==> src/rtl/aes_rx_block_fifo_pkg.sv <==
// Shared constants and helpers for the SPI receive block queue: register offsets,
// STATUS/CTRL bit positions, counter widths, register decode and threshold saturation.
package aes_rx_block_fifo_pkg;

   // Register offsets within the 64-byte window
   localparam logic [5:0] OFF_DATA0   = 6'h00;
   localparam logic [5:0] OFF_STATUS  = 6'h20;
   localparam logic [5:0] OFF_CTRL    = 6'h24;
   localparam logic [5:0] OFF_POP     = 6'h28;
   localparam logic [5:0] OFF_THRESH  = 6'h2C;
   localparam logic [5:0] OFF_DROPCNT = 6'h30;

   // STATUS fields
   localparam int unsigned STATUS_NOT_EMPTY = 0;
   localparam int unsigned STATUS_FULL      = 1;
   localparam int unsigned STATUS_OVERFLOW  = 2;
   localparam int unsigned STATUS_LEVEL_LSB = 16;
   localparam int unsigned STATUS_LEVEL_W   = 7;

   // CTRL fields
   localparam int unsigned CTRL_IRQ_EN  = 0;
   localparam int unsigned CTRL_FLUSH   = 1;
   localparam int unsigned CTRL_OVF_CLR = 2;

   localparam int unsigned THRESH_W  = 7;
   localparam int unsigned DROPCNT_W = 16;

   typedef enum logic [2:0] {
      RegData,
      RegStatus,
      RegCtrl,
      RegPop,
      RegThresh,
      RegDropcnt,
      RegNone
   } reg_sel_e;

   // Map a byte address to a register; outside the window or unaligned gives RegNone
   function automatic reg_sel_e decode_reg(input logic [31:0] addr,
                                           input logic [31:0] base,
                                           input int unsigned words);
      reg_sel_e sel;
      sel = RegNone;
      if (addr[31:6] == base[31:6] && addr[1:0] == 2'b00) begin
         if (addr[5] == 1'b0) begin
            if ({29'd0, addr[4:2]} < words) sel = RegData;
         end else begin
            case (addr[5:0])
               OFF_STATUS:  sel = RegStatus;
               OFF_CTRL:    sel = RegCtrl;
               OFF_POP:     sel = RegPop;
               OFF_THRESH:  sel = RegThresh;
               OFF_DROPCNT: sel = RegDropcnt;
               default:     sel = RegNone;
            endcase
         end
      end
      return sel;
   endfunction

   // 0 behaves as 1, anything above the queue depth behaves as the depth
   function automatic logic [THRESH_W-1:0] thresh_sat(input logic [THRESH_W-1:0] raw,
                                                      input int unsigned depth);
      if (raw == '0) return THRESH_W'(1);
      if (32'(raw) > depth) return THRESH_W'(depth);
      return raw;
   endfunction

endpackage

==> src/rtl/aes_rx_block_fifo_if.sv <==
// PicoRV32-style memory bus seen by the receive queue.
interface aes_rx_block_fifo_if;

   logic        mem_valid;
   logic        mem_ready;
   logic [31:0] mem_addr;
   logic [31:0] mem_wdata;
   logic [3:0]  mem_wstrb;
   logic [31:0] mem_rdata;

   modport master (
      output mem_valid,
      output mem_addr,
      output mem_wdata,
      output mem_wstrb,
      input  mem_ready,
      input  mem_rdata
   );

   modport slave (
      input  mem_valid,
      input  mem_addr,
      input  mem_wdata,
      input  mem_wstrb,
      output mem_ready,
      output mem_rdata
   );

endinterface

==> src/rtl/aes_rx_block_fifo_sync_fifo.sv <==
// Block storage queue: unreset storage array, wrapping pointers and a separate level counter.
// Flush has priority over push and pop; pop is ignored when empty; a push while full only
// lands if a pop frees a slot in the same cycle.
module aes_rx_block_fifo_sync_fifo #(
   parameter int unsigned WIDTH = 128,
   parameter int unsigned DEPTH = 4
) (
   input  logic                       clk,
   input  logic                       reset,
   input  logic                       push,
   input  logic [WIDTH-1:0]           push_data,
   input  logic                       pop,
   input  logic                       flush,
   output logic [WIDTH-1:0]           head_data,
   output logic [$clog2(DEPTH):0]     level,
   output logic [$clog2(DEPTH):0]     level_next,
   output logic                       full,
   output logic                       empty
);

   localparam int unsigned PTR_W = $clog2(DEPTH);
   localparam int unsigned LVL_W = PTR_W + 1;
   localparam logic [LVL_W-1:0] FULL_LVL = LVL_W'(DEPTH);

   logic [WIDTH-1:0] mem [DEPTH];
   logic [PTR_W-1:0] wr_ptr_q, wr_ptr_d;
   logic [PTR_W-1:0] rd_ptr_q, rd_ptr_d;
   logic [LVL_W-1:0] level_q, level_d;
   logic             do_push, do_pop;

   assign empty   = (level_q == '0);
   assign full    = (level_q == FULL_LVL);
   assign do_pop  = pop && !empty && !flush;
   assign do_push = push && !flush && (!full || do_pop);

   // Next-state pointers and occupancy
   always_comb begin
      wr_ptr_d = wr_ptr_q;
      rd_ptr_d = rd_ptr_q;
      level_d  = level_q;
      if (flush) begin
         wr_ptr_d = '0;
         rd_ptr_d = '0;
         level_d  = '0;
      end else begin
         if (do_push) wr_ptr_d = wr_ptr_q + 1'b1;
         if (do_pop)  rd_ptr_d = rd_ptr_q + 1'b1;
         if (do_push && !do_pop)      level_d = level_q + 1'b1;
         else if (!do_push && do_pop) level_d = level_q - 1'b1;
      end
   end

   // Pointer and level registers
   always_ff @(posedge clk or posedge reset) begin
      if (reset) begin
         wr_ptr_q <= '0;
         rd_ptr_q <= '0;
         level_q  <= '0;
      end else begin
         wr_ptr_q <= wr_ptr_d;
         rd_ptr_q <= rd_ptr_d;
         level_q  <= level_d;
      end
   end

   // Storage write; contents are meaningless until pushed so no reset
   always_ff @(posedge clk) begin
      if (do_push) mem[wr_ptr_q] <= push_data;
   end

   assign head_data  = mem[rd_ptr_q];
   assign level      = level_q;
   assign level_next = level_d;

endmodule

==> src/rtl/aes_rx_block_fifo.sv <==
// Memory-mapped multi-block SPI receive queue: bus decode with one wait state, control and
// threshold registers, sticky overflow with saturating drop counter, and the level interrupt.
module aes_rx_block_fifo
   import aes_rx_block_fifo_pkg::*;
#(
   parameter logic [31:0] BASE_ADDR  = 32'h3000_0000,
   parameter int unsigned BLOCK_BITS = 128,
   parameter int unsigned DEPTH      = 4
) (
   input  logic                      clk,
   input  logic                      reset,
   aes_rx_block_fifo_if.slave        bus,
   input  logic [BLOCK_BITS-1:0]     spi_rx_data,
   input  logic                      spi_rx_valid,
   output logic                      irq_rx,
   output logic [$clog2(DEPTH):0]    fifo_level
);

   localparam int unsigned WORDS = BLOCK_BITS / 32;
   localparam int unsigned LVL_W = $clog2(DEPTH) + 1;

   // Bus request state
   logic        ready_q;
   logic [31:0] rdata_q;
   reg_sel_e    req_sel_q;
   logic        req_wr_q;
   logic [31:0] req_wdata_q;

   // Control and status state
   logic                 irq_en_q, irq_en_d;
   logic [THRESH_W-1:0]  thresh_q, thresh_d;
   logic                 overflow_q, overflow_d;
   logic [DROPCNT_W-1:0] dropcnt_q, dropcnt_d;
   logic                 irq_q, irq_d;

   // Queue interface
   logic [BLOCK_BITS-1:0] head_data;
   logic [LVL_W-1:0]      level, level_next;
   logic                  full, empty;

   reg_sel_e    sel;
   logic        start;
   logic [31:0] read_val;
   logic [255:0] head_ext;
   logic        wr_go, flush, ovf_clr, pop, drop;
   logic        unused_wdata;

   assign sel      = decode_reg(bus.mem_addr, BASE_ADDR, WORDS);
   assign start    = bus.mem_valid && !ready_q;
   assign head_ext = 256'(head_data);

   // Read mux, sampled when the request is accepted
   always_comb begin
      read_val = '0;
      case (sel)
         RegData: begin
            if (!empty) read_val = head_ext[{bus.mem_addr[4:2], 5'd0} +: 32];
         end
         RegStatus: begin
            read_val[STATUS_NOT_EMPTY] = !empty;
            read_val[STATUS_FULL]      = full;
            read_val[STATUS_OVERFLOW]  = overflow_q;
            read_val[STATUS_LEVEL_LSB +: STATUS_LEVEL_W] = STATUS_LEVEL_W'(level);
         end
         RegCtrl:    read_val[CTRL_IRQ_EN] = irq_en_q;
         RegThresh:  read_val[THRESH_W-1:0] = thresh_q;
         RegDropcnt: read_val[DROPCNT_W-1:0] = dropcnt_q;
         default:    read_val = '0;
      endcase
   end

   // Accept a request, hold its decode for the ready cycle and return read data
   always_ff @(posedge clk or posedge reset) begin
      if (reset) begin
         ready_q     <= 1'b0;
         rdata_q     <= '0;
         req_sel_q   <= RegNone;
         req_wr_q    <= 1'b0;
         req_wdata_q <= '0;
      end else begin
         ready_q <= start;
         rdata_q <= '0;
         if (start) begin
            req_sel_q   <= sel;
            req_wr_q    <= |bus.mem_wstrb;
            req_wdata_q <= bus.mem_wdata;
            rdata_q     <= (|bus.mem_wstrb) ? '0 : read_val;
         end
      end
   end

   assign bus.mem_ready = ready_q;
   assign bus.mem_rdata = rdata_q;

   // Write side effects happen in the ready cycle
   assign wr_go   = ready_q && req_wr_q;
   assign flush   = wr_go && req_sel_q == RegCtrl && req_wdata_q[CTRL_FLUSH];
   assign ovf_clr = wr_go && req_sel_q == RegCtrl && req_wdata_q[CTRL_OVF_CLR];
   assign pop     = wr_go && req_sel_q == RegPop;
   // A pop while full always frees a slot, so only an unpaired push is lost
   assign drop    = spi_rx_valid && !flush && full && !pop;

   assign unused_wdata = ^req_wdata_q[31:THRESH_W];

   // Next-state control registers, drop accounting and interrupt level
   always_comb begin
      irq_en_d   = irq_en_q;
      thresh_d   = thresh_q;
      overflow_d = ovf_clr ? 1'b0 : overflow_q;
      dropcnt_d  = ovf_clr ? '0 : dropcnt_q;
      if (wr_go && req_sel_q == RegCtrl)   irq_en_d = req_wdata_q[CTRL_IRQ_EN];
      if (wr_go && req_sel_q == RegThresh) thresh_d = req_wdata_q[THRESH_W-1:0];
      if (drop) begin
         overflow_d = 1'b1;
         if (dropcnt_d != '1) dropcnt_d = dropcnt_d + 1'b1;
      end
      // Computed from next-state so irq_rx tracks the level in the same cycle
      irq_d = irq_en_d && (8'(level_next) >= 8'(thresh_sat(thresh_d, DEPTH)));
   end

   // Control and status registers
   always_ff @(posedge clk or posedge reset) begin
      if (reset) begin
         irq_en_q   <= 1'b0;
         thresh_q   <= THRESH_W'(1);
         overflow_q <= 1'b0;
         dropcnt_q  <= '0;
         irq_q      <= 1'b0;
      end else begin
         irq_en_q   <= irq_en_d;
         thresh_q   <= thresh_d;
         overflow_q <= overflow_d;
         dropcnt_q  <= dropcnt_d;
         irq_q      <= irq_d;
      end
   end

   aes_rx_block_fifo_sync_fifo #(
      .WIDTH (BLOCK_BITS),
      .DEPTH (DEPTH)
   ) u_fifo (
      .clk        (clk),
      .reset      (reset),
      .push       (spi_rx_valid),
      .push_data  (spi_rx_data),
      .pop        (pop),
      .flush      (flush),
      .head_data  (head_data),
      .level      (level),
      .level_next (level_next),
      .full       (full),
      .empty      (empty)
   );

   assign irq_rx     = irq_q;
   assign fifo_level = level;

endmodule

==> src/flat_wrapper.sv <==
// flat-port wrapper written by rule: the top's interface ports become plain ports
module aes_rx_block_fifo_flat import aes_rx_block_fifo_pkg::*;
#(
   parameter logic [31:0] BASE_ADDR  = 32'h3000_0000,
   parameter int unsigned BLOCK_BITS = 128,
   parameter int unsigned DEPTH      = 4
)
  (clk, reset, spi_rx_data, spi_rx_valid, irq_rx, fifo_level, bus_mem_valid, bus_mem_addr, bus_mem_wdata, bus_mem_wstrb, bus_mem_ready, bus_mem_rdata);
  aes_rx_block_fifo_if bus_i ();
  input  logic clk;
  input  logic reset;
  input  logic [BLOCK_BITS-1:0] spi_rx_data;
  input  logic spi_rx_valid;
  output logic irq_rx;
  output logic [$clog2(DEPTH):0] fifo_level;
  input wire logic [$bits(bus_i.mem_valid)-1:0] bus_mem_valid;
  input wire logic [$bits(bus_i.mem_addr)-1:0] bus_mem_addr;
  input wire logic [$bits(bus_i.mem_wdata)-1:0] bus_mem_wdata;
  input wire logic [$bits(bus_i.mem_wstrb)-1:0] bus_mem_wstrb;
  output wire logic [$bits(bus_i.mem_ready)-1:0] bus_mem_ready;
  output wire logic [$bits(bus_i.mem_rdata)-1:0] bus_mem_rdata;
  assign bus_i.mem_valid = bus_mem_valid;
  assign bus_i.mem_addr = bus_mem_addr;
  assign bus_i.mem_wdata = bus_mem_wdata;
  assign bus_i.mem_wstrb = bus_mem_wstrb;
  assign bus_mem_ready = bus_i.mem_ready;
  assign bus_mem_rdata = bus_i.mem_rdata;
  aes_rx_block_fifo #(.BASE_ADDR(BASE_ADDR), .BLOCK_BITS(BLOCK_BITS), .DEPTH(DEPTH)) u_core (.clk(clk), .reset(reset), .bus(bus_i), .spi_rx_data(spi_rx_data), .spi_rx_valid(spi_rx_valid), .irq_rx(irq_rx), .fifo_level(fifo_level));
endmodule
==> config.mk <==
export PLATFORM = sky130hd
export DESIGN_NAME = aes_rx_block_fifo_flat
export DESIGN_NICKNAME = d
export VERILOG_FILES = /design/src/rtl/aes_rx_block_fifo_pkg.sv /design/src/rtl/aes_rx_block_fifo_if.sv /design/src/rtl/aes_rx_block_fifo_sync_fifo.sv /design/src/rtl/aes_rx_block_fifo.sv /design/src/flat_wrapper.sv
export SDC_FILE = /design/constraint.sdc
export NUM_CORES = 1
export LEC_CHECK = 0
export CAP_MARGIN = 5
export CORE_AREA = 2 2 258 260
export DETAILED_ROUTE_END_ITERATION = 8
export DIE_AREA = 0 0 260 262
export PLACE_DENSITY = 0.52
export SYNTH_ARGS = -nofsm -noshare
export SYNTH_HDL_FRONTEND = slang
export SYNTH_HIERARCHICAL = 1
export SYNTH_SLANG_ARGS = --single-unit
==> constraint.sdc <==
create_clock -name clk -period 13.8 [get_ports clk]
set_input_delay 4.14 -clock clk [delete_from_list [all_inputs] [get_ports clk]]
set_output_delay 4.14 -clock clk [all_outputs]
set_load 0.01 [all_outputs]
==> metrics, run 1 <==
status=complete, no violations; Post-CTS Setup Bufs=0; worst hold margin=483 ps; Post-Synthesis Net Count=1314; RePlAce Congestion=0.778; most common cell after layout, fill and taps aside=edfxtp_1; post-synth top area share=66.0%; cts hold-fix bufs=0; routed len/inst=22.8 um; ys flop type=edfxtp_1; most frequent cells in the layout=edfxtp_1 (512), clkdlybuf4s50_1 (209), mux4_2 (160), dfrtp_1 (72), clkbuf_16 (69); Clock Skew=14.6 ps; die area=0.0681 mm2; Final nets=1557; Final Hold Fails=0; first-pass GRT wire length=77500 um; GRT overflow=0; DP Wirelength=30500 um; htree depth=3; Die X=260 um; Slowest cell on crit path=nand3_2; dominant cell type by area after synthesis=edfxtp_1; RSZ-0062 raised after global routing=false; max_slew headroom=30.0%; initial antenna violation count=11; CTS tree=done; Synth async-reset ratio=13.1%; Crit. End Element=register; Max VDD drop=100 uV; Yosys cell types=66; number of vias per cell=5.06; CORE AREA=0.0653 mm2; Port-buffer cells=211; Final Max Tran Viols=0; MaxCap Viol Count=0; clk sinks=589; CTS max path bufs=3; die height=262 um; cell count after placement=2142; register area share after synthesis=74.3%; Synth Cell Area=0.0233 mm2; Min Clock Period, post-route=6550 ps; Worst Path Max Fanout=22; Boundary Pins=237; Worst-Skew Late Latency=590 ps; cells after synthesis=1103; CP Cell Sequence=clkdlybuf4s50_1 > nor4_2 > nand4_1 > nor3_1 > nand3_2 > o2bb2ai_1; Power Total=4.73 mW; iteration-0 DRC count of the detailed router=730; Critical Path AT=7030 ps; clk slew on worst S/H paths=60 ps; DRT antenna net count=0; Syn Area/Cell=21.1 um2; Crit path required time=14280 ps; pwr/cell area=166 mW/mm2; number of global-route vias before repair=12226; Final Setup Violations=0; total number of vias=11455; crit path launch type=input port; DRT Wirelength=51700 um; Hold Crit Class=register to register; kind of cell adding the most delay to the critical path=simple AND/OR/NAND/NOR gates; Synthesis Warnings=6; Starting Density=35.7%; number of gates resized after CTS=0; Post-route DRC=0; Overall Global Routing Usage=15.4%; Rows=94; Worst Tran Pin Value=1050 ps; number of enable flip-flop cells after synthesis=512; Critical Path Max Stage Delay=820 ps; area grow syn2layout=22.2%; worst path buffer plus inverter count=1; cts bufs inserted=66; fin crit share=47.5%; Root Driver=clkbuf_16; register bit total from synthesis=589; final non-filler cell total=2264; Worst Setup Path Type=input port to register; Max Freq=153 MHz; Leakage=9.25 nW; setup TNS=0 ps; ratio of cells with drive above 1 in the final layout=21.9%; First-pass DRT Iterations=5; top cells by area, synth=edfxtp_1 (66%), mux4_2 (15%), dfrtp_1 (7.9%); largest net degree at the start of global routing=71
[where the power goes]
group	total (mW)	internal [mW]	switching, mW
combinational	0.608	0.255	0.353
sequential	2.37	2.29	0.0810
clock	1.75	1.06	0.696
[state kept, by name (all words and copies together), names as in the netlist]
register	count
u_core/u_fifo/mem	512
u_core/bus.mem_rdata	32
u_core/dropcnt_q	16
u_core/u_fifo/rd_ptr_q	2
u_core/req_wr_q	1
u_core/bus.mem_ready	1
u_core/thresh_q	7
u_core/u_fifo/level	3
u_core/irq_en_q	1
u_core/req_sel_q	3
u_core/irq_rx	1
u_core/overflow_q	1
u_core/req_wdata_q	7
u_core/u_fifo/wr_ptr_q	2
[worst register-to-register path, cell delays in order (launching register included)]
cell,delay (ps)
dfstp_2,550
nand4b_1,260
nor2_1,570
and3b_1,290
nor2_1,250
and2_4,600
buf_4,750
[cells in the mapped netlist, drive strengths merged (4+ instances only)]
cell type and number:
edfxtp 512, mux4 160, dfrtp 74, buf 38, inv 26, nor2 25
nand2 24, nor2b 17, nand3 16, mux2 15, a21oi 14, and2 14
clkbuf 14, o21ai 14, ha 11, nand4 9, o2bb2ai 9, mux2i 8
nor4 8, or4 8, nand2b 7, a21boi 5, nor3 5, a31oi 4
nor4b 4, xnor2 4
[kinds of logic (layout without fill, tap and decap cells)]
group                      after synthesis  in the layout  synth area share (%)
and+or+nand+nor                        160            160                  4.10
AOI/OAI and AO/OA                       75             75                  2.36
DFF                                    589            589                  74.3
other                                    0              1                     0
xor gates and xnor gates                 7              7                 0.263
adders and majority gates               11             11                 0.591
muxes                                  183            183                  16.5
buffers and inverters                   78            374                  1.89
[final cells by class]
type                    count  area (um2)
diodes                      1        2.50
clock buffers              81        1780
clock inverters            40         412
fillers                  5636       36800
inverters                  26        98.8
multi-input cells         436        5570
flip-flops and latches    589       17300
well taps                 864        1080
repair buffers            227        2220
[per-layer routing]
layer / share of wire [%] / vias to the layer above / track usage [%]
li1: - / 5070 / -
met1: 43 / 6027 / 20.6
met2: 49 / 258 / 24.7
met3: 5.8 / 80 / 3.87
met4: 1.9 / 20 / 4.95
met5: 0.24 / - / 0
[path summary, 6_finish.rpt]
check                                         start                       end  slack, ps  cells past startpoint
worst max-delay path                bus_mem_addr[1]  u_core/bus.mem_rdata[15]       7250                      6
worst min-delay path              u_core/overflow_q         u_core/overflow_q        480                      2
worst max register to register  u_core/req_sel_q[1]   u_core/u_fifo/mem[2][1]      10110                      6
worst min register to register    u_core/overflow_q         u_core/overflow_q        480                      2
max in group asynchronous                     reset  u_core/bus.mem_rdata[27]       8880                      3
min in group asynchronous                     reset    u_core/u_fifo/level[0]       3880                      2
[through the flow]
| step | setup slack [ps] | utilization, % | cell area [um2] |
|---|---|---|---|
| 2_1_floorplan | 5780 | - | 23300 |
| 3_3_place_gp | 6550 | 40.3 | 26300 |
| 3_5_place_dp | 6540 | 40.3 | 26300 |
| 4_1_cts | 7190 | 43.6 | 28500 |
| 5_1_grt | 6980 | 43.6 | 28500 |
| 6_report | 7250 | 43.6 | 28500 |
No activity file was read; power rests on OpenSTA's default activity.
==> run 2: changes to the inputs <==
Settings changed: PLACE_DENSITY 0.52 to 0.54.
Clock period 13.8 ns to 5.8 ns, I/O delays scaled along.
==> run 2 against run 1 <==
Final cell count is 0.27% higher. Global-route usage is 0.21 points lower. Critical path depth stayed put.
==> metrics, run 2 (synthesis gave the netlist of run 1 again) <==
status=complete, no violations; DP Wirelength=31200 um; most common cell after layout, fill and taps aside=edfxtp_1; Clock Skew=21.6 ps; Crit. End Element=register; clk slew on worst S/H paths=60 ps; DRT antenna net count=0; MaxCap Viol Count=0; max_slew headroom=34.8%; Int Power=8.59 mW; Boundary Pins=237; Worst Tran Pin Value=977 ps; First-pass DRT Iterations=5; Final nets=1562; number of global-route vias before repair=12033; Critical Path AT=4200 ps; GRT overflow=0; Biggest register=u_core/u_fifo/mem; ratio of cells with drive above 1 in the final layout=22.4%; CTS tree=done; Worst Setup Path Type=input port to register; total number of vias=11497; iteration-0 DRC count of the detailed router=745; first-pass GRT wire length=76300 um; min setup slack post-route=2100 ps; Rows=94; Power Total=11.3 mW; cell count after placement=2147; Switching Fraction=23.9%; setup TNS=0 ps; Final Hold Fails=0; Logic pwr share=13.3%; net switching power=2.69 mW; initial antenna violation count=12; final non-filler cell total=2270; Final Setup Violations=0; Final Util=43.8%; Min Clock Period, post-route=3700 ps; largest net degree at the start of global routing=75; RePlAce Congestion=0.807; cts bufs inserted=66; max FFs per register=512; Overall Global Routing Usage=15.2%; worst slack at placement=1470 ps; clk sinks=589; most frequent cells in the layout=edfxtp_1 (512), clkdlybuf4s50_1 (209), mux4_2 (160), dfrtp_1 (72), clkbuf_16 (67); Post-route DRC=0; Post-CTS Setup Bufs=0; CTS max path bufs=3; clock share of power=36.7%; routed len/inst=22.7 um; sequential share of power=49.9%; Worst-Skew Late Latency=600 ps; Final Max Tran Viols=0; htree depth=3; pwr/cell area=394 mW/mm2; Root Driver=clkbuf_16; number of vias per cell=5.06; crit path launch type=input port; Max Freq=270 MHz; Max VDD drop=218 uV; # fillers=5640; die area=0.0681 mm2; Die X=260 um; Starting Density=35.7%; fin crit share=63.8%; RSZ-0062 raised after global routing=false; Worst Path Max Fanout=9; cts hold-fix bufs=0; DRT Wirelength=51400 um; Hold Crit Class=register to register; Crit path required time=6300 ps; Leakage=9.30 nW; Port-buffer cells=211; area grow syn2layout=22.8%; die height=262 um; number of gates resized after CTS=0; CORE AREA=0.0653 mm2
==> run 2: cell count changes in the layout (fill, tap and decap cells not counted) <==
cell	change
clkinv_2	+3
diode_2	+1
clkbuf_8	+3
inv_6	+3
clkinv_8	-2
nand3_2	-1
nand3_1	+1
clkinv_4	-1
clkbuf_1	+3
buf_12	+9
clkbuf_16	-2
clkinv_1	-7
buf_4	-4
==> run 2: worst max-delay path, cell delays in order <==
cell	delay (ps)
clkdlybuf4s50_1	590
nor4_2	300
nand4_1	190
nor3_1	530
nor4b_4	660
o2bb2ai_1	180
==> run 2: routing by layer <==
layer	up-vias	track usage (%)	part of all wire, %
met5	-	0	0.24
met4	20	5.01	2.0
met3	79	3.92	6.3
met2	287	25.2	49
met1	6010	19.6	42
li1	5101	-	-
==> run 2: area by class of cell <==
| cell class | count | area (um2) | area share (%) |
|---|---|---|---|
| flip-flops and latches | 589 | 17300 | 60.5 |
| well taps | 864 | 1080 | 3.78 |
| repair buffers | 232 | 2370 | 8.30 |
| inverters | 26 | 98.8 | 0.346 |
| clock buffers | 85 | 1780 | 6.24 |
| diodes | 2 | 5.00 | 0.0175 |
| clock inverters | 36 | 385 | 1.35 |
| multi-input cells | 436 | 5570 | 19.5 |
==> run 2: power groups by stage <==
stage | sequential (mW) | clock [mW] | combinational (mW)
5_1_grt | 5.69 | 4.42 | 1.64
3_3_place_gp | 5.69 | 0 | 1.54
2_1_floorplan | 5.75 | 0 | 0.897
6_report | 5.63 | 4.15 | 1.50
4_1_cts | 5.64 | 4.27 | 1.55
3_5_place_dp | 5.73 | 0 | 1.55
==> run 2: worst paths after layout <==
| path | slack, ps | cells after the start | from | to |
|---|---|---|---|---|
| worst min-delay path | 490 | 2 | u_core/overflow_q | u_core/overflow_q |
| worst max register to register | 2400 | 6 | u_core/req_sel_q[1] | u_core/u_fifo/mem[3][110] |
| max in group asynchronous | 3080 | 3 | reset | u_core/req_sel_q[1] |
| worst max-delay path | 2100 | 6 | bus_mem_addr[1] | u_core/bus.mem_rdata[11] |
| min in group asynchronous | 1560 | 2 | reset | u_core/u_fifo/wr_ptr_q[0] |
| worst min register to register | 490 | 2 | u_core/overflow_q | u_core/overflow_q |
==> run 2: per-stage QoR <==
step                area [um2]  hold slack (ps)
global placement         26400              463
global route             28600              533
detailed placement       26400              468
CTS                      28600              483
finish                   28600              491
floorplan                23300              447
